<file path="config.mk">
export PLATFORM = sky130hd
export DESIGN_NAME = uart_result_tx_flat
export DESIGN_NICKNAME = d
export VERILOG_FILES = /design/src/rtl/uart_result_tx_if.sv /design/src/rtl/uart_result_tx.sv /design/src/flat_wrapper.sv
export SDC_FILE = /design/constraint.sdc
export NUM_CORES = 1
export LEC_CHECK = 0
export ABC_CLOCK_PERIOD_IN_PS = 2060
export BUFFER_PORTS_ARGS = -buffer_cell sky130_fd_sc_hd__buf_4
export CAP_MARGIN = 20
export CORE_UTILIZATION = 50
export DETAILED_ROUTE_END_ITERATION = 6
export HOLD_SLACK_MARGIN = 0.05
export MAX_ROUTING_LAYER = met4
export PLACE_DENSITY = 0.72
export SLEW_MARGIN = 15
export SYNTH_ARGS = -nofsm -noshare
export SYNTH_HDL_FRONTEND = slang
export SYNTH_SLANG_ARGS = --single-unit
</file>
<file path="constraint.sdc">
create_clock -name CLK -period 2.06 [get_ports CLK]
set_clock_uncertainty 0.1 [all_clocks]
set_input_delay 0.206 -clock CLK [delete_from_list [all_inputs] [get_ports CLK]]
set_output_delay 0.206 -clock CLK [all_outputs]
set_load 0.02 [all_outputs]
</file>
<file path="src/rtl/uart_result_tx_if.sv">
`default_nettype none
// ============================================================================
//  Module      : uart_result_tx_if
//  Description : Result-word handshake plus serial/status outputs of the
//                UART result transmitter. The core side drives the word and
//                its valid flag. The transmitter returns ready, TXD, busy
//                and the word-done pulse.
//  Revision    : 1.0 - initial release
// ============================================================================
interface uart_result_tx_if;
  logic [15:0] DATA_IN;
  logic        DATA_VALID;
  logic        DATA_READY;
  logic        TXD;
  logic        BUSY;
  logic        TX_DONE;

  modport master (
    output DATA_IN, DATA_VALID,
    input  DATA_READY, TXD, BUSY, TX_DONE
  );

  modport slave (
    input  DATA_IN, DATA_VALID,
    output DATA_READY, TXD, BUSY, TX_DONE
  );
endinterface
`default_nettype wire

</file>
<file path="src/rtl/uart_result_tx.sv">
`default_nettype none
// ============================================================================
//  Module      : uart_result_tx
//  Description : Sends 16-bit result words as two back-to-back 8N1 UART
//                bytes, low byte first. A one-word holding register lets the
//                next word queue up while the current word is shifting out,
//                so consecutive words leave with no idle gap.
//  Revision    : 1.0 - initial release
// ============================================================================
module uart_result_tx #(
  parameter int CLKS_PER_BIT = 87
) (
  input wire              CLK,
  input wire              RESET,
  uart_result_tx_if.slave bus
);

  localparam int c_BAUD_W = (CLKS_PER_BIT > 2) ? $clog2(CLKS_PER_BIT) : 1;
  localparam logic [c_BAUD_W-1:0] c_BAUD_LAST = c_BAUD_W'(CLKS_PER_BIT - 1);
  // The done pulse is registered, so it is set one cycle before the last stop cycle.
  localparam logic [c_BAUD_W-1:0] c_BAUD_PRE  = c_BAUD_W'(CLKS_PER_BIT - 2);

  typedef enum logic [1:0] {
    S_IDLE  = 2'd0,
    S_START = 2'd1,
    S_DATA  = 2'd2,
    S_STOP  = 2'd3
  } state_t;

  state_t              r_state;
  logic [15:0]         r_hold;
  logic                r_hold_full;
  logic [15:0]         r_sh;
  logic                r_bidx;
  logic [2:0]          r_bit;
  logic [c_BAUD_W-1:0] r_baud;
  logic                r_txd;
  logic                r_tx_done;

  logic                w_accept;
  logic                w_baud_end;
  logic [7:0]          w_byte;

  // Accept only into an empty holding register. A transfer out of the holding
  // register needs it full, so an accept and a transfer never share an edge.
  assign w_accept   = bus.DATA_VALID & ~r_hold_full;
  assign w_baud_end = (r_baud == c_BAUD_LAST);
  assign w_byte     = r_bidx ? r_sh[15:8] : r_sh[7:0];

  // Holding register, bit timing and frame sequencing. TXD is registered and
  // updated on the edge that enters each bit.
  always_ff @(posedge CLK) begin
    if (RESET) begin
      r_state     <= S_IDLE;
      r_hold      <= 16'd0;
      r_hold_full <= 1'b0;
      r_sh        <= 16'd0;
      r_bidx      <= 1'b0;
      r_bit       <= 3'd0;
      r_baud      <= '0;
      r_txd       <= 1'b1;
      r_tx_done   <= 1'b0;
    end else begin
      r_tx_done <= 1'b0;

      if (w_accept) begin
        r_hold      <= bus.DATA_IN;
        r_hold_full <= 1'b1;
      end

      case (r_state)
        S_IDLE: begin
          r_txd  <= 1'b1;
          r_baud <= '0;
          if (r_hold_full) begin
            r_sh        <= r_hold;
            r_hold_full <= 1'b0;
            r_bidx      <= 1'b0;
            r_txd       <= 1'b0;
            r_state     <= S_START;
          end
        end

        S_START: begin
          if (w_baud_end) begin
            r_baud  <= '0;
            r_bit   <= 3'd0;
            r_txd   <= w_byte[0];
            r_state <= S_DATA;
          end else begin
            r_baud <= r_baud + c_BAUD_W'(1);
          end
        end

        S_DATA: begin
          if (w_baud_end) begin
            r_baud <= '0;
            if (r_bit == 3'd7) begin
              r_txd   <= 1'b1;
              r_state <= S_STOP;
            end else begin
              r_bit <= r_bit + 3'd1;
              r_txd <= w_byte[r_bit + 3'd1];
            end
          end else begin
            r_baud <= r_baud + c_BAUD_W'(1);
          end
        end

        S_STOP: begin
          if (r_bidx && (r_baud == c_BAUD_PRE)) begin
            r_tx_done <= 1'b1;
          end
          if (w_baud_end) begin
            r_baud <= '0;
            if (!r_bidx) begin
              // Low byte finished: the high byte starts with no gap.
              r_bidx  <= 1'b1;
              r_txd   <= 1'b0;
              r_state <= S_START;
            end else if (r_hold_full) begin
              // A queued word starts right after this stop bit.
              r_sh        <= r_hold;
              r_hold_full <= 1'b0;
              r_bidx      <= 1'b0;
              r_txd       <= 1'b0;
              r_state     <= S_START;
            end else begin
              r_state <= S_IDLE;
            end
          end else begin
            r_baud <= r_baud + c_BAUD_W'(1);
          end
        end

        default: begin
          r_txd   <= 1'b1;
          r_state <= S_IDLE;
        end
      endcase
    end
  end

  assign bus.DATA_READY = ~r_hold_full;
  assign bus.TXD        = r_txd;
  assign bus.BUSY       = (r_state != S_IDLE) | r_hold_full;
  assign bus.TX_DONE    = r_tx_done;

endmodule
`default_nettype wire

</file>
<file path="src/flat_wrapper.sv">
// flat-port wrapper written by rule: the top's interface ports become plain ports
module uart_result_tx_flat 
#(
  parameter int CLKS_PER_BIT = 87
)
  (CLK, RESET, bus_DATA_IN, bus_DATA_VALID, bus_DATA_READY, bus_TXD, bus_BUSY, bus_TX_DONE);
  uart_result_tx_if bus_i ();
  input wire CLK;
  input wire RESET;
  input wire logic [$bits(bus_i.DATA_IN)-1:0] bus_DATA_IN;
  input wire logic [$bits(bus_i.DATA_VALID)-1:0] bus_DATA_VALID;
  output wire logic [$bits(bus_i.DATA_READY)-1:0] bus_DATA_READY;
  output wire logic [$bits(bus_i.TXD)-1:0] bus_TXD;
  output wire logic [$bits(bus_i.BUSY)-1:0] bus_BUSY;
  output wire logic [$bits(bus_i.TX_DONE)-1:0] bus_TX_DONE;
  assign bus_i.DATA_IN = bus_DATA_IN;
  assign bus_i.DATA_VALID = bus_DATA_VALID;
  assign bus_DATA_READY = bus_i.DATA_READY;
  assign bus_TXD = bus_i.TXD;
  assign bus_BUSY = bus_i.BUSY;
  assign bus_TX_DONE = bus_i.TX_DONE;
  uart_result_tx #(.CLKS_PER_BIT(CLKS_PER_BIT)) u_core (.CLK(CLK), .RESET(RESET), .bus(bus_i));
endmodule
</file>
==> results.py <==
metrics = {
    "status": {
        "status": "finished, final reports clean",
    },
    "logic_synthesis": {
        "postSynthCellCount": 260,
        "synth-edff-count": 0,
        "synth_cell_types": 41,
        "ys.flop_type": "dfxtp_1",
        "synth_top_area_cell": "dfxtp_1",
        "syn_nets": 288,
        "synth_area_um2": 2255,
        "ys_seq_area_frac": 0.4262,
        "synth_top_area_frac": 0.4262,
        "ys_ff_latch": 48,
        "synth_area_leaders": "dfxtp_1 (43%), a21oi_1 (8.2%), nand2_1 (6.3%)",
        "yosys.cell_count.top_type": "dfxtp_1",
        "synth_common_cells": "dfxtp_1 (48), nand2_1 (38), a21oi_1 (37)",
        "syn_avg_cell_area_um2": 8.672,
        "yosysWarnings": 0,
        "async_flop_share": 0,
    },
    "cts": {
        "cts.reportedPaths.clkPinSlew_ns": 0.09,
        "clk_latency_ns": 0.30,
        "cts_buffer_depth": 2,
        "cts_tree": "yes",
        "h-tree-depth": 2,
        "cts_inserted_buffers": 5,
        "post-cts-setup-buffers": 0,
        "root_buffer": "clkbuf_8",
        "clock_sinks": 48,
    },
    "floorplan": {
        "core_um2": 4354,
        "dieArea_um2": 4782,
        "rows": 24,
        "start_util": 0.5178,
        "num_io_pins": 23,
        "die_h_um": 69.15,
        "fp.dieW_um": 69.15,
    },
    "global_routing": {
        "grt_pass1_vias": 1721,
        "grt_usage": 0.2073,
        "overflow": 0,
        "grt_first_pass_wirelength_um": 7803,
        "antenna_found_initial": 0,
        "grt_max_degree": 43,
    },
    "worst_setup_path": {
        "critPathBufInv": 1,
        "endpoint_kind": "register",
        "startpoint_type": "register",
        "worstPathCellList": "inv_1 > ha_1 > nor3_1 > a31oi_1 > a2111oi_1 > nor3_1",
        "r2r_start": "u_core.r_state[0]$_SDFFE_PP0P_",
        "crit_end": "u_core.r_state[0]$_SDFFE_PP0P_",
        "crit_cells": 6,
        "r2r_end": "u_core.r_state[0]$_SDFFE_PP0P_",
        "cp_common_cell": "nor3_1",
        "cp_slowest_cell": "a2111oi_1",
        "worstPathRequired_ns": 2.14,
        "crit_type": "register to register",
        "cp_slowest_stage_delay_ns": 0.43,
        "r2r_setup_slack_ns": 0.1,
        "crit_path_start": "u_core.r_state[0]$_SDFFE_PP0P_",
        "crit_fanout": 10,
        "cp_top_family": "compound AO/OA/AOI/OAI gates",
        "arrival_ns": 2.04,
        "rr_worst_depth": 6,
    },
    "sta": {
        "finalSetupViolCount": 0,
        "max-slew-margin-rel": 0.6542,
        "setup-tns-final_ns": 0,
        "post-route-min-period_ns": 1.961,
        "slew_violations": 0,
        "max_slew.worst_pin.slew_ns": 0.5175,
        "rsz0062_at_grt": "no",
        "fmax_mhz": 510.0,
        "min_period_over_period": 0.9518,
        "hold_viol_final": 0,
    },
    "power": {
        "p_seq_frac": 0.399,
        "p_leak_nw": 1.033,
        "p_per_area_nw_per_um2": 1041,
        "p_sw_w": 0.001015,
        "swShare": 0.3623,
        "max-vdd-ir-drop_v": 0.0005314,
        "intPower_w": 0.001787,
        "p_comb_frac": 0.373,
        "p_clk_frac": 0.228,
    },
    "placement": {
        "port_buffers": 22,
        "place_inst": 323,
        "place.gp.congestion": 0.8195,
        "hpwl_um": 2963,
    },
    "final_layout": {
        "antenna-diode-count": 0,
        "drive_gt1_frac": 0.1546,
        "seqCellArea_um2": 960.9,
        "fill_cells": 372,
        "final_nets": 320,
        "final_cells": 343,
        "multi_input_area_um2": 1174,
        "areaGrowthSynthToFinish_pct": 19.37,
    },
    "worst_hold_path": {
        "hp-class": "input pin to register",
        "hp-start": "bus_DATA_IN[14]",
    },
    "routing": {
        "num_vias": 1873,
        "drc": 0,
        "drtPass1Iterations": 4,
        "wl_per_cell_um": 12.99,
        "post_drt_via_cell_ratio": 5.461,
        "ant_nets": 0,
        "drt_wl_total_um": 4456,
        "drt_iter0_markers": 132,
    },
    "run": {
        "cap_violations": 0,
    },
}
-- cell families after synthesis --
| family | after synthesis | share of synthesized area |
|---|---|---|
| adder cells (fa/ha/maj) | 9 | 0.04995 |
| AO/OA/AOI/OAI | 69 | 0.1876 |
| flip-flops | 48 | 0.4262 |
| multiplexers | 8 | 0.05993 |
| AND/OR/NAND/NOR | 95 | 0.2009 |
| buffers and inverters | 26 | 0.05604 |
| XOR/XNOR | 5 | 0.01943 |
-- repair_timing --
item / in CTS / in global routing
endpoints found under the setup margin: 0 / 7
hold buffers: 13 / 0
endpoints found under the hold margin: 13 / 0
gates resized for setup: 0 / 3
-- worst register-to-register path, stage by stage, from the launching register on --
cell and delay [ns]:
dfxtp_1 0.36, inv_1 0.10, ha_1 0.33, nor3_1 0.30
a31oi_1 0.13, a2111oi_1 0.43, nor3_1 0.09
-- cell usage in the layout (no fill, tap or decap), drive strengths merged, types with 6 or more instances in the layout --
cell,synthesis,layout
dlygate4sd3,0,13
o21ai,17,17
nor2,12,12
nand2,38,38
nor2b,6,6
dfxtp,48,48
nand3,21,21
a21oi,37,37
ha,9,9
buf,12,32
-- flip-flops by register name, summed over array words and instances, names as in the netlist --
name	flops
u_core.bus.TXD	1
u_core.bus.TX_DONE	1
u_core.r_baud	7
u_core.r_bidx	1
u_core.r_bit	3
u_core.r_hold	16
u_core.r_hold_full	1
u_core.r_sh	16
u_core.r_state	2
-- power by group through the flow --
stage / Combinational [W] / Sequential (W) / Clock (W)
floorplan: 0.000776 / 0.00111 / 0
finish: 0.00104 / 0.00112 / 0.000639
global route: 0.00117 / 0.00113 / 0.000689
CTS: 0.00103 / 0.00112 / 0.000656
detailed placement: 0.00101 / 0.00114 / 0
global placement: 0.000986 / 0.00114 / 0
-- per-layer routing --
layer | up-vias | global-route usage | share of wire
li1 | 975 | - | -
met1 | 856 | 0.2582 | 0.49
met2 | 31 | 0.3258 | 0.46
met3 | 11 | 0.04678 | 0.031
met4 | 0 | 0.08390 | 0.023
met5 | - | - | 0
-- layout make-up --
cell class	instances	share of cell area
clock buffers	5	0.02557
clock inverters	1	0.01116
inverters	6	0.008368
multi-input cells	186	0.4361
flip-flops and latches	48	0.3570
well taps	52	0.02417
repair buffers	45	0.1376
-- per-stage QoR --
| stage | util | worst slack [ns] | instance area, µm² | total power (W) | hold slack [ns] |
|---|---|---|---|---|---|
| floorplan | - | 0.1453 | 2255 | 0.001885 | 0.2420 |
| global placement | 0.5624 | 0.2058 | 2449 | 0.002125 | 0.3438 |
| detailed placement | 0.5624 | 0.07222 | 2449 | 0.002152 | 0.3480 |
| CTS | 0.6149 | 0.07221 | 2678 | 0.002807 | 0.05025 |
| global route | 0.6181 | 0.007027 | 2691 | 0.002988 | 0.05712 |
| finish | 0.6181 | 0.09939 | 2691 | 0.002803 | 0.05554 |
-- how the worst min path moves through the flow --
stage	end	slack, ns	cells past startpoint
6_report	u_core.r_hold[14]$_SDFFE_PP0P_	0.06	3
5_1_grt	u_core.r_hold[14]$_SDFFE_PP0P_	0.06	3
4_1_cts	u_core.r_hold[9]$_SDFFE_PP0P_	0.05	3
3_5_place_dp	u_core.r_hold[3]$_SDFFE_PP0P_	0.35	2
3_3_place_gp	u_core.r_hold[9]$_SDFFE_PP0P_	0.34	2
2_1_floorplan	u_core.r_hold[0]$_SDFFE_PP0P_	0.24	2
(Power assumes the default switching activity.)
